**config.mk**
```make
export PLATFORM = sky130hd
export DESIGN_NAME = serial_subtractor
export DESIGN_NICKNAME = d
export VERILOG_FILES = /design/src/rtl/serial_sub_pkg.sv /design/src/rtl/full_subtractor_cell.sv /design/src/rtl/serial_subtractor.sv
export SDC_FILE = /design/constraint.sdc
export NUM_CORES = 1
export LEC_CHECK = 0
export ABC_AREA = 1
export CAP_MARGIN = 10
export CELL_PAD_IN_SITES_DETAIL_PLACEMENT = 1
export CELL_PAD_IN_SITES_GLOBAL_PLACEMENT = 1
export CORE_MARGIN = 1
export CORE_UTILIZATION = 37
export CTS_CLUSTER_DIAMETER = 60
export DETAILED_ROUTE_END_ITERATION = 12
export PLACE_DENSITY = 0.77
export SLEW_MARGIN = 20
export SYNTH_ARGS = -nofsm -noshare
export SYNTH_HDL_FRONTEND = slang
export SYNTH_HIERARCHICAL = 1
export SYNTH_SLANG_ARGS = --single-unit
```
**constraint.sdc**
```tcl
create_clock -name clk -period 1.4 [get_ports clk]
set_clock_uncertainty 0.15 [all_clocks]
set_input_delay 0.28 -clock clk [delete_from_list [all_inputs] [get_ports clk]]
set_output_delay 0.28 -clock clk [all_outputs]
set_load 0.01 [all_outputs]
```
**src/rtl/serial_sub_pkg.sv**
```systemverilog
// Shared definitions for the bit-serial subtractor: FSM encoding and default width.
// Latency: n/a (declarations only).
// Backpressure: n/a.
package serial_sub_pkg;

    // Operand width used when the top is instantiated without an override.
    localparam int DEFAULT_WIDTH = 8;

    // FSM encoding; values are fixed so waveforms decode the same across builds.
    typedef enum logic [1:0] {
        IDLE = 2'd0,
        RUN  = 2'd1,
        DONE = 2'd2
    } state_t;

endpackage

```
**src/rtl/full_subtractor_cell.sv**
```systemverilog
// One-bit full subtractor x - y - bin, built from two half-subtract stages and an OR.
// Latency: purely combinational.
// Backpressure: none.
module full_subtractor_cell (
    input  logic x,
    input  logic y,
    input  logic bin,
    output logic d,
    output logic bout
);

    logic d1;
    logic b1;
    logic b2;

    // First half stage takes x - y; the second subtracts the incoming borrow from that partial difference.
    always_comb begin
        d1   = x ^ y;
        b1   = ~x & y;
        d    = d1 ^ bin;
        b2   = ~d1 & bin;
        bout = b1 | b2;
    end

endmodule

```
**src/rtl/serial_subtractor.sv**
```systemverilog
// LSB-first bit-serial unsigned subtractor: diff = a - b, borrow_out = (a < b).
// Latency: start at edge k -> busy cycles k+1..k+WIDTH, done pulse in cycle k+WIDTH+1.
// Backpressure: none; start is only honoured in IDLE, and is dropped in RUN/DONE.
module serial_subtractor
    import serial_sub_pkg::*;
#(
    parameter int WIDTH = DEFAULT_WIDTH
) (
    input  logic             clk,
    input  logic             rst_n,
    input  logic             start,
    input  logic [WIDTH-1:0] a,
    input  logic [WIDTH-1:0] b,
    output logic             busy,
    output logic             done,
    output logic [WIDTH-1:0] diff,
    output logic             borrow_out
);

    // Derived from WIDTH; kept local so it cannot be overridden inconsistently.
    localparam int CNT_W = $clog2(WIDTH + 1);
    localparam logic [CNT_W-1:0] LAST_CNT = CNT_W'(WIDTH - 1);

    state_t           state;
    state_t           state_nxt;
    logic [WIDTH-1:0] sa;
    logic [WIDTH-1:0] sb;
    logic             br;
    logic [CNT_W-1:0] cnt;
    logic             last_bit;
    logic             cell_d;
    logic             cell_bout;

    assign last_bit = (cnt == LAST_CNT);

    // busy/done decode straight from the state register, so no input reaches them combinationally.
    assign busy = (state == RUN);
    assign done = (state == DONE);

    full_subtractor_cell u_cell (
        .x    (sa[0]),
        .y    (sb[0]),
        .bin  (br),
        .d    (cell_d),
        .bout (cell_bout)
    );

    // State register.
    always_ff @(posedge clk or negedge rst_n) begin
        if (!rst_n) begin
            state <= IDLE;
        end else begin
            state <= state_nxt;
        end
    end

    // Next-state logic: one pass of WIDTH bits, a single DONE cycle, then back to IDLE.
    always_comb begin
        state_nxt = state;
        case (state)
            IDLE:    if (start)    state_nxt = RUN;
            RUN:     if (last_bit) state_nxt = DONE;
            DONE:                  state_nxt = IDLE;
            default:               state_nxt = IDLE;
        endcase
    end

    // Datapath: capture operands on accepted start, then process one bit per clock in RUN.
    always_ff @(posedge clk or negedge rst_n) begin
        if (!rst_n) begin
            sa         <= '0;
            sb         <= '0;
            br         <= 1'b0;
            cnt        <= '0;
            diff       <= '0;
            borrow_out <= 1'b0;
        end else begin
            case (state)
                IDLE: begin
                    if (start) begin
                        sa   <= a;
                        sb   <= b;
                        br   <= 1'b0;
                        cnt  <= '0;
                        diff <= '0;
                    end
                end
                RUN: begin
                    sa   <= sa >> 1;
                    sb   <= sb >> 1;
                    br   <= cell_bout;
                    // Result bits enter at the MSB; after WIDTH shifts bit 0 lands at diff[0].
                    diff <= {cell_d, diff[WIDTH-1:1]};
                    // Counter stops at the last bit so a stray extra RUN cycle can never wrap.
                    if (!last_bit) begin
                        cnt <= cnt + CNT_W'(1);
                    end else begin
                        borrow_out <= cell_bout;
                    end
                end
                default: ;
            endcase
        end
    end

endmodule

```
# [Word level (Yosys, flattened, before mapping)]
# Index checks and enable logic that the tools add are counted.
[op_classes] add_sub_neg=1 multipliers=0 n_div=0 n_lt_le_gt_ge=0 n_eq_ne=6 n_shift=0 mux=14 n_bitwise=7 n_reduce_logical=6
[op_table] cell="$pmux W8 S2" count=3
[op_table] cell="$mux W8" count=3
[op_table] cell="$mux W4" count=2
[op_table] cell="$pmux W4 S2" count=1
[op_table] cell="$reduce_and A2 Y1" count=3
[op_table] cell="$add A4 B1 Y4 const B" count=1
[op_table] cell="$eq A4 B3 Y1 const B" count=1
[op_table] cell="$mux W2" count=2
[op_table] cell="$ne A2 B2 Y1 const B" count=2
[op_table] cell="$pmux W2 S2" count=1
[op_table] cell="$reduce_and A3 Y1" count=1
[op_table] cell="$and A1 B1 Y1" count=2
[op_table] cell="$eq A2 B1 Y1 const B" count=1
[op_table] cell="$eq A2 B2 Y1 const B" count=1
[op_table] cell="$logic_not A2 Y1" count=1
[op_table] cell="$ne A2 B1 Y1 const B" count=1
[op_table] cell="$not A1 Y1" count=2
[op_table] cell="$pmux W1 S2" count=1
[op_table] cell="$reduce_bool A2 Y1" count=1
[op_table] cell="$xor A1 B1 Y1" count=2
[op_table] cell="$mux W1" count=1
[op_table] cell="$or A1 B1 Y1" count=1
[totals] register_bits=32 latchBits=0 ramBits=0 romBits=0 in_bits=19 wordCells=41 mem_count=0

# [Depth between registers and ports, before layout]
[depth] ltp_word=5 mapped_depth=7 ltp_nobuf=6

# [Modules after synthesis]
# The synthesis kept the hierarchy.
[by_module_without_submodules] module="serial_subtractor" instances=1 cells_each=184 area_per_inst_um2=1490.2
[by_module_without_submodules] module="full_subtractor_cell" instances=1 cells_each=4 area_per_inst_um2=31.3

# [Worst setup path after synthesis]
# Ideal clock, no wire load.
[synth_path] path_type="reg-to-reg" from="reg cnt[0]" to="reg cnt[2]" arrival_time_ns=1.004 required_ns=1.132 setup_slack_ns=0.128 path_stages_with_launch=5 cell_sequence="dfrtp_1 ha_1 or2_2 nand3_1 nand2_1"
[synth_via] elab_chain_cells=3
[synth_rtl] element="start: declaration" line="serial_subtractor.sv:29" rtl="logic [CNT_W-1:0] cnt;"
[synth_rtl] element="start signal: assignment" line="serial_subtractor.sv:96" rtl="cnt <= cnt + CNT_W'(1);"
[synth_rtl] element="$add A4 B1 Y4 / $eq A4 B3 Y1 (equally long branches)" line="serial_subtractor.sv:96, serial_subtractor.sv:34"
[synth_rtl] element="$mux W4 / $ne A2 B2 Y1 (equally long branches)"
[synth_rtl] element="$pmux W4 S2 / $reduce_and A3 Y1 (equally long branches)"
# Parallel ways exist; a longest one is shown, timed or not. The select of a mux whose other input is x is not followed.
# A chain may end at the register's enable or synchronous reset.

# [Final worst setup path]
[layout_path] from="reg state[1]" to="reg br"
[layout_via] elab_chain_cells=3
[layout_rtl] element="start: declaration" line="serial_subtractor.sv:24" rtl="state_t state;"
[layout_rtl] element="start signal: assignment" line="serial_subtractor.sv:53" rtl="state <= state_nxt;"
[layout_rtl] element="$eq A2 B1 Y1 / $logic_not A2 Y1 (equally long branches)" line="serial_subtractor.sv:78" rtl="case (state)"
[layout_rtl] element="$reduce_bool A2 Y1 (no line) / $ne A2 B2 Y1 (equally long branches)"
[layout_rtl] element="$reduce_and A2 Y1 (no line)"
[layout_rtl] element="end signal: assignment" line="serial_subtractor.sv:91" rtl="br <= cell_bout;"
[layout_rtl] element="end: declaration" line="serial_subtractor.sv:28" rtl="logic br;"
# Parallel ways exist; a longest one is shown, timed or not.

==> flow_summary.yaml <==
global_route:
  gr-max-usage-layer: "met2"
  grt_use_met2: 0.4005
  grt.met1_usage: 0.2423
  grt_pass1_wl_um: 6920
  first_global_vias: 1516
  grt_max_degree: 33
  grtUsageTotal: 0.2169
  grt_overflow: 0
  grt_use_met3: 0.04828
  grt_antenna_before_repair: 0
critical_path:
  path_cells: "buf_6 -> inv_4 -> buf_6 -> nand2_8 -> nand2_8 -> clkinvlp_4 -> nand2_1 -> o21ai_1"
  r2r_end: "br"
  rr_worst_depth: 8
  slowest_delay_ns: 0.42
  critical_path_class: "register to register"
  cp.required_ns: 1.42
  endpoint_kind: "register"
  cp.arrival_ns: 1.57
  regToRegStartpoint: "state[1]"
  cp-start-kind: "register"
  slowest_stage: "dfrtp_1"
  rrSetupSlack_ns: -0.15
  cp_max_fo: 6
clocking:
  cts_tree: "built"
  clk_pin_slew_ns: 0.07
  htree_levels: 2
  clk_root_buffer_cell: "clkbuf_8"
  postCtsHoldBufs: 0
  cts.path.max_buffers: 2
  clk_latency_ns: 0.28
  clock_sinks: 32
  cts_made_buffers: 5
power:
  total_leakage_power_uw: 0.001158
  ir_worst_vdd_uv: 1077
  power_density_mw_per_mm2: 2285
  power.total_uw: 5187
sta:
  min_period_ns: 1.553
  rsz0062_at_grt: "yes"
  worst_slew_pin_slew_ns: 0.2215
  whs_ns: 0.2198
  setup_ws_ns: -0.1526
  drv_slew: 0
  relSlewSlack: 0.8523
  fmaxAchievable_mhz: 644.1
  hold_viol_final: 0
  setup_violations: 30
  fin_setup_tns_ns: -1.757
  period_share: 1.109
cells_and_area:
  area_delta_synth_final_pct: 49.18
  layout-drive-gt1-share: 0.2594
  layout.nets: 259
  final_area_mm2: 0.002270
  antennaDiodeCount: 0
  instances_no_fill: 287
synth:
  synth_edf_count: 0
  syn-cell-area_mm2: 0.001521
  yosys-top-cells-count: "nand2_1, inv_1, dfrtp_1, nand3_1, o21ai_0"
  syn-num-nets: 209
  synth.avg_cell_area_um2: 8.093
  yosysTopAreaCell: "dfrtp_1"
  synth_cell_types: 19
  synth_most_common_cell: "nand2_1"
  synth_cells: 188
  synthFlopType: "dfrtp_1"
  async_flop_share: 1.000
  synth_area_leaders: "dfrtp_1, nand2_1, inv_1, nand3_1, o21ai_0"
  synth_top_cell_area_share: 0.5263
  seq_area_frac_synth: 0.5263
  ys_warn_count: 6
  synth-seq-cells: 32
run_status:
  status: "finished with violations"
  violations: "negative setup slack"
placed_design:
  port_buffers: 29
  gp_congestion: 0.7079
  place_area_mm2: 0.001922
  dp_cells: 268
  dp_hpwl_um: 2840
job:
  maxCapViolCount: 0
routing:
  viasPerCell: 5.038
  wirelength_um: 4742
  detail-route-antenna-nets: 0
  dr.pass1.iters: 4
  drc: 0
  drt_iter0_drc: 65
  wl_per_cell_um: 16.52
  dr_total_vias: 1446
floorplan:
  die_w_um: 66.13
  io_pins: 30
  die_h_um: 66.13
  die_area_mm2: 0.004373
  num_rows: 22
  initial_core_util: 0.4005
  core_region_area_mm2: 0.003799
min_path:
  hp-class: "input pin to async pin"
-- metal layers --
layer / vias up / routed length, um
li1: 678 / -
met1: 731 / 1937
met2: 28 / 2551
met3: 9 / 165
met4: 0 / 87
met5: - / 0
-- cell families (layout without fill, tap and decap cells) --
| kind of cell | Yosys count | after routing | synth area share |
|---|---|---|---|
| and+or+nand+nor | 85 | 85 | 0.2385 |
| DFF | 32 | 32 | 0.5263 |
| adders and majority gates | 2 | 2 | 0.02138 |
| AOI/OAI and AO/OA | 25 | 25 | 0.08717 |
| buffers and inverters | 44 | 95 | 0.1266 |
-- worst max-delay path by stage --
stage,from,endpoint,slack (ns),cells after the start
final,state[1],br,-0.15,8
after global routing,state[1],br,-0.22,8
after CTS,state[0],busy,-0.18,3
after detailed placement,start,sa[3],-0.19,6
after global placement,state[1],busy,-0.14,2
after floorplan,cnt[0],cnt[2],0.13,4
-- power breakdown --
group,internal (uW),switching (uW),total [uW]
Sequential,1360,260,1620
Combinational,1240,1590,2820
Clock,401,338,739
-- metrics by stage --
stage	setup WS, ns	util
3_5_place_dp	-0.1933	0.5059
5_1_grt	-0.2178	0.5975
3_3_place_gp	-0.1414	0.5059
4_1_cts	-0.1805	0.5659
2_1_floorplan	0.1284	-
6_report	-0.1526	0.5975
-- layout by cell type, fill, tap and decap left out, types with 3 or more instances in the layout --
cell and instances:
inv_1 33, nand2_1 45, nor2_4 3, buf_6 6, clkbuf_8 6, o21ai_0 3, nand3_1 11, nor2_1 6
o21ai_1 10, clkdlybuf4s50_1 18, nand3_2 5, o21ai_2 6, o22ai_1 6, buf_12 3, nand2_2 8, buf_4 12
dfrtp_1 32, dlygate4sd2_1 7
-- sequential cells by signal, indices dropped and copies added (netlist names) --
name,cells
diff,8
sa,8
sb,8
cnt,4
state,2
borrow_out,1
br,1
-- critical path, delay by kind of cell, from the launching register on --
kind / cells / cell delay [ns]
AO/OA/AOI/OAI: 1 / 0.08
buffers and inverters: 4 / 0.47
flip-flops: 1 / 0.42
AND/OR/NAND/NOR: 3 / 0.31
-- final cells by class --
type,instances,area (um2)
inverter,36,141.4
clock buffer,8,90.09
sequential,32,800.8
timing repair buffer,50,509.2
tap,48,60.06
multi-input combinational,112,660.6
fill,473,1529
timing repair inverter,1,7.507
-- timing repair --
action	CTS	global route
gates cloned	2	1
buffers inserted	5	4
endpoints found under the setup margin	19	35
resized for setup	42	30
pin swaps	3	10
endpoints found under the hold margin	0	0
Note: power is estimated with default switching activity, not from simulation.
